File: config.mk
export PLATFORM = sky130hd
export DESIGN_NAME = noc_merge_arbiter_flat
export DESIGN_NICKNAME = d
export VERILOG_FILES = /design/src/rtl/noc_merge_arbiter_if.sv /design/src/rtl/noc_merge_arbiter.sv /design/src/flat_wrapper.sv
export SDC_FILE = /design/constraint.sdc
export NUM_CORES = 1
export LEC_CHECK = 0
export ABC_AREA = 1
export BUFFER_PORTS_ARGS = -buffer_cell sky130_fd_sc_hd__clkbuf_2
export CORE_MARGIN = 10
export CORE_UTILIZATION = 45
export CTS_CLUSTER_DIAMETER = 80
export DETAILED_ROUTE_END_ITERATION = 7
export PLACE_DENSITY = 0.75
export RECOVER_POWER = 25
export SETUP_SLACK_MARGIN = 0.1
export SYNTH_ARGS = -nofsm -noshare
export SYNTH_HDL_FRONTEND = slang
export SYNTH_HIERARCHICAL = 1
export SYNTH_SLANG_ARGS = --single-unit
File: constraint.sdc
create_clock -name clk -period 3.8 [get_ports clk]
set_input_delay 0.19 -clock clk [delete_from_list [all_inputs] [get_ports clk]]
set_output_delay 0.19 -clock clk [all_outputs]
set_load 0.005 [all_outputs]
File: src/rtl/noc_merge_arbiter_if.sv
// Handshake bundle between the NUM_IN input channels, the merge arbiter and the single output channel.
// The arbiter takes the master modport; the surrounding router fabric takes the slave modport.
interface noc_merge_arbiter_if #(
  parameter int NUM_IN = 4,
  parameter int W      = 9
);
  localparam int SRC_W = (NUM_IN > 1) ? $clog2(NUM_IN) : 1;

  logic [NUM_IN-1:0]   in_valid;
  logic [NUM_IN*W-1:0] in_data;
  logic [NUM_IN-1:0]   in_ready;
  logic                out_valid;
  logic [W-1:0]        out_data;
  logic                out_ready;
  logic [SRC_W-1:0]    out_src;

  modport master (
    input  in_valid,
    input  in_data,
    input  out_ready,
    output in_ready,
    output out_valid,
    output out_data,
    output out_src
  );

  modport slave (
    output in_valid,
    output in_data,
    output out_ready,
    input  in_ready,
    input  out_valid,
    input  out_data,
    input  out_src
  );
endinterface

File: src/rtl/noc_merge_arbiter.sv
// Round-robin merge of NUM_IN single-flit streams into one registered output channel,
// with a saturating count of flits delivered downstream.
module noc_merge_arbiter_chk #(
  parameter int NUM_IN = 4,
  parameter int W      = 9,
  parameter int SRC_W  = 2
) (
  input logic              clk,
  input logic              reset,
  input logic [NUM_IN-1:0] in_ready,
  input logic              can_load,
  input logic              out_valid,
  input logic              out_ready,
  input logic [W-1:0]      out_data,
  input logic [SRC_W-1:0]  out_src,
  input logic [SRC_W-1:0]  rr_ptr
);
  a_ready_onehot: assert property (@(posedge clk) $onehot0(in_ready))
    else $error("in_ready has more than one bit set");

  a_reset_quiet: assert property (@(posedge clk) reset |-> (in_ready == {NUM_IN{1'b0}}))
    else $error("in_ready asserted during reset");

  a_ready_needs_load: assert property (@(posedge clk) (|in_ready) |-> can_load)
    else $error("in_ready asserted while output register cannot load");

  a_ptr_range: assert property (@(posedge clk) disable iff (reset) (int'(rr_ptr) < NUM_IN))
    else $error("round-robin pointer out of range");

  a_hold_stalled: assert property (@(posedge clk) disable iff (reset)
      (out_valid && !out_ready) |=> (out_valid && $stable(out_data) && $stable(out_src)))
    else $error("stalled output flit changed");
endmodule

module noc_merge_arbiter #(
  parameter int NUM_IN = 4,
  parameter int W      = 9,
  parameter int CNT_W  = 16
) (
  input  logic                  clk,
  input  logic                  reset,
  noc_merge_arbiter_if.master   bus,
  output logic [CNT_W-1:0]      fwd_count
);
  localparam int SRC_W = (NUM_IN > 1) ? $clog2(NUM_IN) : 1;
  localparam logic [CNT_W-1:0] CNT_MAX = {CNT_W{1'b1}};
  localparam logic [CNT_W-1:0] CNT_ONE = {{(CNT_W-1){1'b0}}, 1'b1};
  localparam logic [NUM_IN-1:0] OH_ONE = {{(NUM_IN-1){1'b0}}, 1'b1};

  logic               out_valid_r;
  logic [W-1:0]       out_data_r;
  logic [SRC_W-1:0]   out_src_r;
  logic [SRC_W-1:0]   rr_ptr_r;
  logic [CNT_W-1:0]   fwd_count_r;

  logic               can_load_s;
  logic               grant_vld_s;
  logic               take_s;
  logic               hit_s;
  logic [SRC_W-1:0]   cand_s;
  logic [SRC_W-1:0]   grant_idx_s;
  logic [SRC_W-1:0]   next_ptr_s;
  logic [W-1:0]       grant_data_s;
  logic [NUM_IN-1:0]  grant_oh_s;

  // Modulo-NUM_IN step used for both the search order and the pointer advance.
  function automatic logic [SRC_W-1:0] rr_index(input logic [SRC_W-1:0] base, input int offset);
    int sum_v;
    sum_v = int'(base) + offset;
    return (sum_v >= NUM_IN) ? SRC_W'(sum_v - NUM_IN) : SRC_W'(sum_v);
  endfunction

  assign can_load_s = !out_valid_r || bus.out_ready;

  // First valid input at or after rr_ptr, wrapping modulo NUM_IN.
  always_comb begin
    grant_vld_s = 1'b0;
    grant_idx_s = {SRC_W{1'b0}};
    cand_s      = {SRC_W{1'b0}};
    hit_s       = 1'b0;
    for (int k = 0; k < NUM_IN; k++) begin
      cand_s      = rr_index(rr_ptr_r, k);
      hit_s       = !grant_vld_s && bus.in_valid[cand_s];
      grant_idx_s = hit_s ? cand_s : grant_idx_s;
      grant_vld_s = grant_vld_s || hit_s;
    end
  end

  // Grant decode; reset suppresses every ready in its own cycle.
  always_comb begin
    grant_data_s = bus.in_data[int'(grant_idx_s)*W +: W];
    next_ptr_s   = rr_index(grant_idx_s, 1);
    take_s       = can_load_s && grant_vld_s && !reset;
    if (take_s) begin
      grant_oh_s = OH_ONE << grant_idx_s;
    end else begin
      grant_oh_s = {NUM_IN{1'b0}};
    end
  end

  // Output register, source tag and round-robin pointer.
  always_ff @(posedge clk) begin
    if (reset) begin
      out_valid_r <= 1'b0;
      out_data_r  <= {W{1'b0}};
      out_src_r   <= {SRC_W{1'b0}};
      rr_ptr_r    <= {SRC_W{1'b0}};
    end else if (can_load_s) begin
      out_valid_r <= grant_vld_s;
      if (grant_vld_s) begin
        out_data_r <= grant_data_s;
        out_src_r  <= grant_idx_s;
        rr_ptr_r   <= next_ptr_s;
      end
    end
  end

  // Saturating count of flits taken downstream.
  always_ff @(posedge clk) begin
    if (reset) begin
      fwd_count_r <= {CNT_W{1'b0}};
    end else if (out_valid_r && bus.out_ready && (fwd_count_r != CNT_MAX)) begin
      fwd_count_r <= fwd_count_r + CNT_ONE;
    end
  end

  assign bus.in_ready  = grant_oh_s;
  assign bus.out_valid = out_valid_r;
  assign bus.out_data  = out_data_r;
  assign bus.out_src   = out_src_r;
  assign fwd_count     = fwd_count_r;

  noc_merge_arbiter_chk #(
    .NUM_IN (NUM_IN),
    .W      (W),
    .SRC_W  (SRC_W)
  ) u_chk (
    .clk       (clk),
    .reset     (reset),
    .in_ready  (grant_oh_s),
    .can_load  (can_load_s),
    .out_valid (out_valid_r),
    .out_ready (bus.out_ready),
    .out_data  (out_data_r),
    .out_src   (out_src_r),
    .rr_ptr    (rr_ptr_r)
  );
endmodule
File: src/flat_wrapper.sv
// flat-port wrapper written by rule: the top's interface ports become plain ports
module noc_merge_arbiter_flat 
#(
  parameter int NUM_IN = 4,
  parameter int W      = 9,
  parameter int CNT_W  = 16
)
  (clk, reset, fwd_count, bus_in_valid, bus_in_data, bus_out_ready, bus_in_ready, bus_out_valid, bus_out_data, bus_out_src);
  noc_merge_arbiter_if #(.NUM_IN(NUM_IN), .W(W)) bus_i ();
  input  logic clk;
  input  logic reset;
  output logic [CNT_W-1:0] fwd_count;
  input wire logic [$bits(bus_i.in_valid)-1:0] bus_in_valid;
  input wire logic [$bits(bus_i.in_data)-1:0] bus_in_data;
  input wire logic [$bits(bus_i.out_ready)-1:0] bus_out_ready;
  output wire logic [$bits(bus_i.in_ready)-1:0] bus_in_ready;
  output wire logic [$bits(bus_i.out_valid)-1:0] bus_out_valid;
  output wire logic [$bits(bus_i.out_data)-1:0] bus_out_data;
  output wire logic [$bits(bus_i.out_src)-1:0] bus_out_src;
  assign bus_i.in_valid = bus_in_valid;
  assign bus_i.in_data = bus_in_data;
  assign bus_i.out_ready = bus_out_ready;
  assign bus_in_ready = bus_i.in_ready;
  assign bus_out_valid = bus_i.out_valid;
  assign bus_out_data = bus_i.out_data;
  assign bus_out_src = bus_i.out_src;
  noc_merge_arbiter #(.NUM_IN(NUM_IN), .W(W), .CNT_W(CNT_W)) u_core (.clk(clk), .reset(reset), .bus(bus_i), .fwd_count(fwd_count));
endmodule
; Yosys cells after proc, flatten, opt, wreduce, memory -nomap -nowiden
; Index checks and enable logic that the tools add are counted.
[totals]
regBits = 30
input_bits = 43
[op_classes]
n_addsub = 10
mul = 1
magnitude_cmp = 9
eq_ne = 1
n_shift = 2
n_mux = 18
n_reduce_logical = 17
[op_table]
columns = operator, count
row1 = indexed part select 36 x 32 -> 9 bit, 1
row2 = 2-to-1 mux 2 bit, 9
row3 = "adder 16 x 1 -> 16 bit, second input constant", 1
row4 = "inequality test 16 bit, second input constant", 1
row5 = "greater-or-equal comparator 3 bit, second input constant", 4
row6 = "less-than comparator 2 x 3 -> 1 bit, second input constant", 4
row7 = "subtractor 2 x 1 -> 2 bit, second input constant", 5
row8 = binary-select mux 1 bit (select 2 bit), 4
row9 = logical AND 1 bit, 7
row10 = "adder 2 x 1 -> 3 bit, second input constant", 2
row11 = "adder 2 x 2 -> 3 bit, second input constant", 2
row12 = "multiplier 2 x 4 -> 6 bit, second input constant", 1
row13 = zero test 1 bit, 5
row14 = logical OR 1 bit, 4
row15 = 2-to-1 mux 1 bit, 4
row16 = 2-to-1 mux 4 bit, 1
row17 = "left shift 1 x 2 -> 4 bit, first input constant", 1
row18 = "greater-or-equal comparator 2 x 3 -> 1 bit, second input constant", 1
row19 = AND reduction 2 bit, 1

; Longest topological paths before layout
; Gate-level depths: netlist of the first run.
[logic_depth]
word_depth = 16
ltp_mapped = 16
ltp_nobuf = 15

; Worst setup path before layout of the first run
; Ideal clock, no wire load.
[synth_path]
path_type = register to output
startpoint = reg u_core.rr_ptr_r[1]
endpoint = out bus_in_ready[0]
t_arrival_ns = 1.467
path_slack_ns = 2.143
path_stages_with_launch = 12
n_path_buf = 1
path_cell_list = dfxtp_1 inv_2 nand2_1 nand2_2 nor2_1 nor2_1 nand3_2 nand2_1 inv_2 buf_4 nand2_2 nor3_1
[synth_via]
elab_chain_len = 16
elab_cells_between_ends = 40
cone_classes = add/sub (7) / order compare (4) / shift (1) / mux (17) / reduce/logical (11)
[synth_rtl]
columns = item, line
row1 = start: declaration, noc_merge_arbiter.sv:53  ; logic [SRC_W-1:0] rr_ptr_r;
row2 = start signal: assignment, noc_merge_arbiter.sv:107  ; rr_ptr_r <= {SRC_W{1'b0}};
row3 = start signal: assignment, noc_merge_arbiter.sv:113  ; rr_ptr_r <= next_ptr_s;
row4 = adder 2 x 1 -> 3 bit (tied with other cells), noc_merge_arbiter.sv:69  ; sum_v = int'(base) + offset;
row5 = greater-or-equal comparator 3 bit (tied with other cells), noc_merge_arbiter.sv:70  ; return (sum_v >= NUM_IN) ? SRC_W'(sum_v - NUM_IN) : SRC_W'(sum_v);
row6 = 2-to-1 mux 2 bit / binary-select mux 1 bit (select 2 bit) (equally long branches), "noc_merge_arbiter.sv:70, noc_merge_arbiter.sv:83"
row7 = binary-select mux 1 bit (select 2 bit) / 2-to-1 mux 1 bit (equally long branches), noc_merge_arbiter.sv:83  ; hit_s = !grant_vld_s && bus.in_valid[cand_s];
row8 = 2-to-1 mux 1 bit (implied by the code) / zero test 1 bit (equally long branches), noc_merge_arbiter.sv:83
row9 = logical AND 1 bit, noc_merge_arbiter.sv:83
row10 = logical OR 1 bit, noc_merge_arbiter.sv:85  ; grant_vld_s = grant_vld_s || hit_s;
row11 = zero test 1 bit, noc_merge_arbiter.sv:83
row12 = logical AND 1 bit, noc_merge_arbiter.sv:83
row13 = logical OR 1 bit, noc_merge_arbiter.sv:85
row14 = zero test 1 bit, noc_merge_arbiter.sv:83
row15 = logical AND 1 bit, noc_merge_arbiter.sv:83
row16 = logical OR 1 bit, noc_merge_arbiter.sv:85
row17 = logical AND 1 bit (2 in series), noc_merge_arbiter.sv:93  ; take_s = can_load_s && grant_vld_s && !reset;
row18 = 2-to-1 mux 4 bit (*), noc_merge_arbiter.sv:94  ; if (take_s) begin
row19 = end: declaration, flat_wrapper.sv:16  ; output wire logic [$bits(bus_i.in_ready)-1:0] bus_in_ready;
; Mark *: on every way between the ends. The rest lies on a longest branch, timed or not. The select of a mux whose other input is x is not followed.

; Worst setup path in the final report of the first run
[layout_path]
startpoint = reg u_core.rr_ptr_r[0]
endpoint = out bus_in_ready[0]
; The elaborated chain is that of the path after synthesis.

==> results of run 1 <==
## flip-flops by register name (all words and copies together) (netlist names)
signal and flops:
u_core/fwd_count 16, u_core/rr_ptr_r 2, u_core/bus.out_valid 1, u_core/bus.out_data 9
u_core/bus.out_src 2
## cell usage in the layout (no fill, tap or decap)
master    count
clkbuf_1     16
nor2_2        2
ha_1          1
clkbuf_2     59
nand2_1     102
nor3_1        5
o21a_1        2
nand3_1      31
nand2_2       4
nor2_1       38
inv_1        36
nand3_2       3
inv_2         4
xor2_1        1
nand4_1      12
o21ai_0      16
nor4_1        1
nor3b_1       1
clkinv_2      1
a211oi_1      1
nand3_4       1
nand3b_1      1
a31oi_1       4
dfxtp_1      30
a21oi_1      15
clkbuf_8      6
## power breakdown
group          internal (µW)  switching [µW]
combinational            286             590
clock                    146             116
sequential               375            51.3
total                    807             757
## worst max path at each step
stage	end	slack [ns]
after CTS	bus_in_ready[1]	1.04
after global routing	bus_in_ready[1]	0.73
after global placement	bus_in_ready[1]	1.43
final	bus_in_ready[0]	1.04
after detailed placement	bus_in_ready[0]	1.35
after floorplan	bus_in_ready[0]	2.14
## routing by layer
layer | vias to the layer above | share of wire | wire (µm)
met2 | 61 | 0.48 | 2588
met4 | 0 | 0.0080 | 43
li1 | 1179 | - | -
met1 | 982 | 0.44 | 2371
met5 | - | 0 | 0
met3 | 5 | 0.072 | 387
## worst max-delay path: cells and delay by family (launching register included)
family | cells | cell delay (ns)
buffers and inverters | 3 | 0.42
DFF | 1 | 0.56
and+or+nand+nor | 8 | 1.30
## metrics by stage
| stage | total power [µW] | instances | hold WS [ns] | util | cell area, µm² |
|---|---|---|---|---|---|
| finish | 1564 | 443 | 0.2186 | 0.5793 | 2367 |
| floorplan | 1177 | 323 | 0.3446 | - | 1944 |
| CTS | 1590 | 443 | 0.2067 | 0.5839 | 2386 |
| global placement | 1308 | 435 | 0.4729 | 0.5615 | 2295 |
| detailed placement | 1319 | 435 | 0.4809 | 0.5615 | 2295 |
| global route | 1730 | 443 | 0.2550 | 0.5793 | 2367 |
## logic make-up after synthesis
kind of cell / after synthesis / share of synthesized area
adder cells (fa/ha/maj): 1 / 0.006434
flip-flops: 30 / 0.3089
AND/OR/NAND/NOR: 201 / 0.4562
AO/OA/AOI/OAI: 38 / 0.1042
buffers and inverters: 52 / 0.1197
XOR/XNOR: 1 / 0.004505
## cell type report
class                   instances  area, µm²
fillers                       422       1719
inverters                      40      150.1
clock inverters                 1      5.005
repair buffers                 74      351.6
well taps                      50      62.56
multi-input cells             241       1111
flip-flops and latches         30      600.6
clock buffers                   7      86.33
==> metrics.cfg, run 1 <==
[run_status]
status=finished, final reports clean

[job]
maxCapViolCount=0

[yosys]
synth_top_area_frac=0.3089
syn-num-nets=367
avgSynthCellArea_um2=6.020
seq_area_frac_synth=0.3089
synthFlopType=dfxtp_1
postSynth.asyncResetShare=0
ys_top_cells_by_count=nand2_1 (102), nor2_1 (38), inv_1 (36), nand3_1 (31), dfxtp_1 (30)
syn_inst=323
synth_cell_type_count=26
synth_edf_count=0
yosys.area.top_type=dfxtp_1
synth.most_common_cell=nand2_1
ys_warn_count=6
ys_ff_latch=30
syn_area_um2=1944
synth.area.top_cells=dfxtp_1 (31%), nand2_1 (20%), nand3_1 (8.0%), nor2_1 (7.3%), inv_1 (6.9%)

[worst_setup_path]
r2r_start=u_core/rr_ptr_r[0]
required_ns=3.61
crit_start=u_core/rr_ptr_r[0]
reg2reg_to=u_core/bus.out_data[0]
path_max_fanout=25
crit_path_frequent_cell=nand2_1
worst_path_largest_cell_delay_ns=0.56
crit_arrival_ns=2.57
crit_chain=inv_2 > nand2_1 > nand2_2 > nand2_1 > nand2_1 > nand2_1 > nand3_1 > nand3_4 > inv_1 > nor3_1 > clkbuf_2
startpoint_type=flop
cp_slowest_cell=dfxtp_1
endpoint_kind=primary output
path_class=reg -> out
rrSetupSlack_ns=1.40
r2r_cells=13

[sta]
fin_skew_ns=0.005271
period_share=0.7268
setup_ws_ns=1.038
relSlewSlack=0.6561
maxSlewViolCount=0
max_freq_mhz=362.1
rsz0062_at_grt=no
worstMarginPinSlew_ns=0.5120
setup_viol=0
min_period_ns=2.762
tns_ns=0
timing_hold_violations_final=0

[drt]
wl_per_cell_um=12.17
drt_wl_total_um=5390
drc=0
drtPass1Iterations=4
vias=2227
drtIter0Drc=126
vias_per_cell=5.027
postRouteAntennaNets=0

[global_route]
grtUsageTotal=0.1453
grt_pass1_wl_um=9190
met3_usage=0.04825
busiest_layer=met2
use_met1=0.1640
grt_use_met2=0.2507
antenna_found_initial=0
grt_overflow=0
first_global_vias=2215
grt_max_degree=27

[clocking]
cts_tree=built
clk_pin_slew_worst_paths_ns=0.06
cts-root-buf=clkbuf_8
ctsHoldBuffers=0
cts_resized=0
cts_setup_buffers=0
ctsHtreeMaxLevel=2
cts.path.max_buffers=2
clock-sinks=30
numCtsBuffers=5
clk_latency_ns=0.28

[die]
dieArea_um2=7350
die_h_um=85.73
io_pins=75
core.rowCount=23
initial_core_util=0.4758
die_w_um=85.73
coreArea_um2=4086

[power_and_ir_drop]
p_leak_uw=0.001250
ir_worst_vdd_v=0.0003542
power_density_nw_per_um2=660.8

[layout]
antennaDiodeCount=0
layout-drive-gt1-share=0.2036
nets=436
area_delta_synth_final_pct=21.75

[place]
routabilityCongestion=0.8443
dp_hpwl_um=4279
io_buffers=74
dpl_worst_slack_ns=1.352

[min_path]
hold_path.class=in -> reg
holdPathEnd=u_core/bus.out_data[0]
hold_start=bus_in_data[9]
hold_path_depth=5

(Power assumes the default switching activity.)
==> inputs of run 2 (changes only) <==
--- a/config.mk
+++ b/config.mk
@@ -5,13 +5,13 @@
 export SDC_FILE = /design/constraint.sdc
 export NUM_CORES = 1
 export LEC_CHECK = 0
-export ABC_AREA = 1
+export ABC_AREA = 0
 export BUFFER_PORTS_ARGS = -buffer_cell sky130_fd_sc_hd__clkbuf_2
 export CORE_MARGIN = 10
-export CORE_UTILIZATION = 45
+export CORE_UTILIZATION = 43
 export CTS_CLUSTER_DIAMETER = 80
 export DETAILED_ROUTE_END_ITERATION = 7
-export PLACE_DENSITY = 0.75
+export PLACE_DENSITY = 0.76
 export RECOVER_POWER = 25
 export SETUP_SLACK_MARGIN = 0.1
 export SYNTH_ARGS = -nofsm -noshare
==> constraint.sdc (replaced) <==
create_clock -name clk -period 2.2 [get_ports clk]
set_input_delay 0.11 -clock clk [delete_from_list [all_inputs] [get_ports clk]]
set_output_delay 0.11 -clock clk [all_outputs]
set_load 0.005 [all_outputs]
==> run 2 against run 1 <==
  * Critical path depth down 5
  * Global-route usage is 1.1 points lower
  * Sequential cell count unchanged
  * Count of clock-buffer cells in the layout decreased by 1
  * Clock skew up 0.0011 ns
  * Sequential share of layout area rose by 1.7 points
  * Non-clock buffer count rose by 4
  * Sequential power grew 43%
  * Critical endpoint is now bus_in_ready[2]
  * Worst setup slack lost 0.73 ns
==> metrics.cfg, run 2 <==
[sta]
period_share=0.8620
max_freq_mhz=527.3
rsz0062_at_grt=no
relSlewSlack=0.6561
setup_viol=0
tns_ns=0
timing_hold_violations_final=0
hold_ws_ns=0.1162
worstMarginPinSlew_ns=0.5158
fin_skew_ns=0.006410
maxSlewViolCount=0
min_period_ns=1.896

[global_route]
antenna_found_initial=0
grtUsageTotal=0.1342
grt_overflow=0
first_global_vias=1777
grt_max_degree=19
grt_pass1_wl_um=8052

[layout]
layout-drive-gt1-share=0.3321
nets=312
fin_util=0.5620
final_cell_mix=clkbuf_2 (63), nor2_1 (32), dfxtp_1 (30), clkbuf_1 (12), nand2_1 (12)
antennaDiodeCount=0
largest_reg_flops=16
layoutNonFillerInstCount=318
area_delta_synth_final_pct=27.78
final_common_cell=clkbuf_2
design_area_um2=2216

[die]
coreArea_um2=3943
core.rowCount=23
dieArea_um2=6973
initial_core_util=0.4399
die_h_um=83.51
die_w_um=83.51
io_pins=75

[worst_setup_path]
rrSetupSlack_ns=0.53
path_class=reg -> out
required_ns=2.09
path_max_fanout=11
r2r_start=u_core/fwd_count[0]
endpoint_kind=primary output
r2r_cells=7
reg2reg_to=u_core/fwd_count[6]
crit_arrival_ns=1.79
startpoint_type=flop

[yosys]
seq_area_frac_synth=0.3463
syn_inst=197
synth_edf_count=0
avgSynthCellArea_um2=8.803
ys_warn_count=6
syn-num-nets=241
synth_cell_type_count=50
synthFlopType=dfxtp_1
ys_ff_latch=30
ys_top_cells_by_count=nor2_1 (32), dfxtp_1 (30), a21oi_1 (12), nand2_1 (12), xnor2_1 (11)
synthMuxAreaShare=0.05772
synth.area.top_cells=dfxtp_1 (35%), nor2_1 (6.9%), mux2i_1 (5.8%), xnor2_1 (5.6%), a221oi_1 (4.5%)
synth_top_area_frac=0.3463
synth.most_common_cell=nor2_1
yosys.area_share.simple=0.2504
postSynth.asyncResetShare=0
synth_xor_area_frac=0.07071
synthAdderAreaFrac=0.007215
syn_area_um2=1734
synth_top_family_by_area=simple AND/OR/NAND/NOR gates
synth_compound_area_frac=0.2114
yosys.area.top_type=dfxtp_1

[drt]
vias=1692
vias_per_cell=5.321
wl_per_cell_um=15.25
drc=0
drt_wl_total_um=4851
drtPass1Iterations=4
postRouteAntennaNets=0
drtIter0Drc=80

[power_and_ir_drop]
power_density_nw_per_um2=659.5
p_leak_uw=0.0009366
ir_worst_vdd_v=0.0003980

[clocking]
ctsHtreeMaxLevel=2
cts-root-buf=clkbuf_8
cts_setup_buffers=0
clock-sinks=30
ctsHoldBuffers=0
cts.path.max_buffers=2
clk_latency_ns=0.27
clk_pin_slew_worst_paths_ns=0.06
cts_tree=built
numCtsBuffers=5

[place]
placed_area_um2=2107
routabilityCongestion=0.7383
io_buffers=74
dp_hpwl_um=3795
dpl.cell_count=311

[min_path]
hold_path_depth=3
holdPathEnd=u_core/bus.out_data[0]
hold_path.class=in -> reg
hold_start=bus_in_data[27]

[job]
maxCapViolCount=0

[run_status]
status=finished, final reports clean

[run 2: cell types whose count changed in the layout (fill, tap and decap cells not counted), moves of 6 or more]
| cell | change |
|---|---|
| a221oi_1 | +9 |
| inv_1 | -34 |
| mux2i_1 | +10 |
| nand2_1 | -90 |
| nand3_1 | -26 |
| nand4_1 | -6 |
| nor2_1 | -6 |
| o21ai_0 | -14 |
| o32ai_1 | +9 |
| xnor2_1 | +11 |
[run 2: final cells by class]
| cell class | count | area, µm² |
|---|---|---|
| Clock buffer | 6 | 82.58 |
| Clock inverter | 1 | 30.03 |
| Fill cell | 368 | 1727 |
| Inverter | 2 | 7.507 |
| Multi-Input combinational cell | 151 | 1050 |
| Sequential cell | 30 | 600.6 |
| Tap cell | 50 | 62.56 |
| Timing Repair Buffer | 78 | 382.9 |
[run 2: where the power goes]
| part | switching [µW] | internal [µW] | total (µW) |
|---|---|---|---|
| clock | 196 | 362 | 558 |
| combinational | 156 | 138 | 294 |
| sequential | 29.1 | 580 | 609 |
| total | 382 | 1080 | 1460 |
[run 2: worst max path at each step]
stage                             start             endpoint  slack (ns)  cells after the start
finish               u_core/rr_ptr_r[0]      bus_in_ready[2]        0.30                      6
global route         u_core/rr_ptr_r[0]      bus_in_ready[2]        0.21                      6
CTS                  u_core/rr_ptr_r[1]      bus_in_ready[3]        0.17                      6
detailed placement      bus_in_valid[3]      bus_in_ready[2]        0.17                      7
global placement        bus_in_valid[3]      bus_in_ready[2]        0.19                      7
floorplan           u_core/fwd_count[0]  u_core/fwd_count[7]        0.65                      7
[run 2: cells by family after synthesis]
family	count (synthesis)
AND/OR/NAND/NOR	80
AO/OA/AOI/OAI	46
flip-flops	30
buffers and inverters	16
XOR/XNOR	14
multiplexers	10
adder cells (fa/ha/maj)	1
[run 2: layer usage]
layer | vias to the layer above | global-route usage | part of all wire
met4 | 0 | 0.04871 | 0.014
met1 | 739 | 0.1535 | 0.45
met2 | 75 | 0.2107 | 0.44
met3 | 9 | 0.06641 | 0.10
met5 | - | 0 | 0
li1 | 869 | - | -
[run 2: per-stage QoR]
step	total power, µW	setup WS [ns]
6_report	1461	0.3035
5_1_grt	1543	0.2093
4_1_cts	1487	0.1718
3_5_place_dp	917.2	0.1717
3_3_place_gp	913.7	0.1922
2_1_floorplan	807.0	0.6541
[run 2: critical path, stage by stage, from the launching register on]
cell      delay (ns)
dfxtp_1         0.46
and2b_1         0.24
nor2_1          0.13
o211ai_1        0.11
or2_4           0.32
nor2b_1         0.12
clkbuf_2        0.12
[run 2: what timing repair did]
| item | 4_1_cts | 5_1_grt |
|---|---|---|
| gates resized for setup | 1 | 2 |
| pin swaps | 0 | 0 |
| endpoints found under the setup margin | 2 | 2 |
==> inputs of run 3 (changes only) <==
--- a/config.mk
+++ b/config.mk
@@ -5,10 +5,10 @@
 export SDC_FILE = /design/constraint.sdc
 export NUM_CORES = 1
 export LEC_CHECK = 0
-export ABC_AREA = 0
+export ABC_AREA = 1
 export BUFFER_PORTS_ARGS = -buffer_cell sky130_fd_sc_hd__clkbuf_2
 export CORE_MARGIN = 10
-export CORE_UTILIZATION = 43
+export CORE_UTILIZATION = 44
 export CTS_CLUSTER_DIAMETER = 80
 export DETAILED_ROUTE_END_ITERATION = 7
 export PLACE_DENSITY = 0.76
==> run 3 against run 2 <==
  * Register-to-register slack worse by 0.30 ns
  * Die area is 7.2% higher
  * Worst setup slack worse by 0.12 ns
  * Wire length is 21% higher
  * Count of clock-buffer cells in the layout is 2 higher
  * Hold slack better by 0.021 ns
  * Largest cell class unchanged
  * Critical path depth is 4 higher
  * Sequential cell count stayed put
  * Largest power group is now combinational logic
  * Critical endpoint is now bus_in_ready[0]
  * Sequential share of layout area is 4.8 points lower
  * Global-route usage is 1.6 points higher
  * Via count is 37% higher
  * Core utilization is 6.8 points higher
==> metrics.cfg, run 3 (synthesized netlist as in run 1, its figures left out) <==
[sta]
rsz0062_at_grt=no
period_share=0.9167
setup_viol=0
tns_ns=0
worstMarginPinSlew_ns=0.3149
max_freq_mhz=495.8
min_period_ns=2.017
maxSlewViolCount=0
timing_hold_violations_final=0
relSlewSlack=0.7881
fin_skew_ns=0.006194

[die]
initial_core_util=0.4497
core.rowCount=24
io_pins=75
coreArea_um2=4324
die_h_um=86.48
die_w_um=86.48
dieArea_um2=7478

[worst_setup_path]
r2r_cells=12
reg2reg_to=u_core/rr_ptr_r[1]
worst_path_largest_cell_delay_ns=0.38
required_ns=2.09
crit_start=u_core/rr_ptr_r[0]
crit_path_end=bus_in_ready[0]
crit_path_frequent_cell=nand3_4
crit_arrival_ns=1.91
startpoint_type=flop
crit_chain=inv_6 > nand2_1 > nand3_2 > nand2_2 > nor2_4 > nand3_4 > nand3_4 > inv_1 > nor3_1 > clkbuf_2
path_max_fanout=9
endpoint_kind=primary output
path_class=reg -> out
rrSetupSlack_ns=0.23
r2r_start=u_core/rr_ptr_r[0]
cp_slowest_cell=dfxtp_4

[drt]
vias=2311
drc=0
drtIter0Drc=84
drt_wl_total_um=5849
vias_per_cell=4.928
drtPass1Iterations=4
postRouteAntennaNets=0
wl_per_cell_um=12.47

[power_and_ir_drop]
p_int_uw=1885
p_seq_frac=0.216
ir_worst_vdd_v=0.0006884
p_sw_frac=0.4530
p_leak_uw=0.001422
power_density_nw_per_um2=1266
pwr-share-comb=0.632
p_clk_frac=0.151
p_switching_uw=1561

[layout]
largest_reg_flops=16
final_cell_mix=nand2_1 (89), clkbuf_2 (61), nor2_1 (36), inv_1 (34), dfxtp_1 (28)
layout-drive-gt1-share=0.3213
nets=460
area_delta_synth_final_pct=40.03
final_common_cell=nand2_1
fin_util=0.6296
antennaDiodeCount=0

[global_route]
antenna_found_initial=0
grtUsageTotal=0.1498
grt_overflow=0
grt_max_degree=16
grt_pass1_wl_um=9487
first_global_vias=2244

[place]
dp_hpwl_um=4328
routabilityCongestion=0.8906
io_buffers=74

[clocking]
cts-root-buf=clkbuf_8
cts_tree=built
cts.path.max_buffers=2
clk_pin_slew_worst_paths_ns=0.06
clock-sinks=30
numCtsBuffers=5
ctsHtreeMaxLevel=2
clk_latency_ns=0.29

[run_status]
status=finished, final reports clean

[min_path]
hold_path.class=in -> reg
hold_start=bus_in_data[11]

[job]
maxCapViolCount=0

run 3: changes by cell type in the layout (fill, tap and decap cells not counted), sizes merged, moves of 10 or more:
cell and delta:
o21ai +13, nand3 +30, xnor2 -11, inv +38, nand2 +93, buf +23
mux2i -10
run 3: cell type report:
class                      instances  area, µm²
clock buffer                       8      110.1
tap                               52      65.06
sequential                        30      608.1
fill                             394       1602
timing repair buffer              98      559.3
multi-input combinational        241       1220
inverter                          40      160.2
run 3: worst min path at each step:
stage,endpoint,slack [ns],cells past startpoint
after floorplan,u_core/fwd_count[11],0.26,2
after global placement,u_core/bus.out_data[2],0.42,5
after detailed placement,u_core/bus.out_data[0],0.42,5
after CTS,u_core/bus.out_data[0],0.13,5
after global routing,u_core/bus.out_data[0],0.16,5
final,u_core/bus.out_data[2],0.14,5
run 3: power by group through the flow:
stage | clock network [µW] | logic [µW] | registers (µW)
CTS | 535 | 1790 | 732
finish | 522 | 2180 | 745
global route | 557 | 2440 | 754
floorplan | 0 | 1310 | 721
detailed placement | 0 | 1690 | 738
global placement | 0 | 1680 | 738
run 3: per-stage QoR:
step                worst slack [ns]  hold WS [ns]  total power, µW  cells  cell area, µm²
floorplan                     0.5987        0.2646             2034    323            1944
global placement              0.2109        0.4161             2414    449            2387
detailed placement            0.1696        0.4236             2429    449            2387
CTS                          0.09540        0.1296             3052    460            2532
global route                 0.04606        0.1575             3755    469            2723
finish                        0.1832        0.1368             3447    469            2723
run 3: what timing repair did:
item,4_1_cts,5_1_grt
endpoints found under the setup margin,4,12
pin swaps,1,11
gates resized for setup,4,42
hold buffers,0,0
buffers inserted,3,9
run 3: critical path, delay by kind of cell (launching register included):
family        cells  cell delay, ns
buf+inv           3            0.34
simple gates      7            0.91
flops             1            0.38
run 3: routing by layer:
metal | global-route usage | vias to the layer above | share of wire
li1 | - | 1223 | -
met1 | 0.1760 | 996 | 0.45
met2 | 0.2403 | 83 | 0.44
met3 | 0.06754 | 9 | 0.094
met4 | 0.04124 | 0 | 0.014
met5 | 0 | - | 0
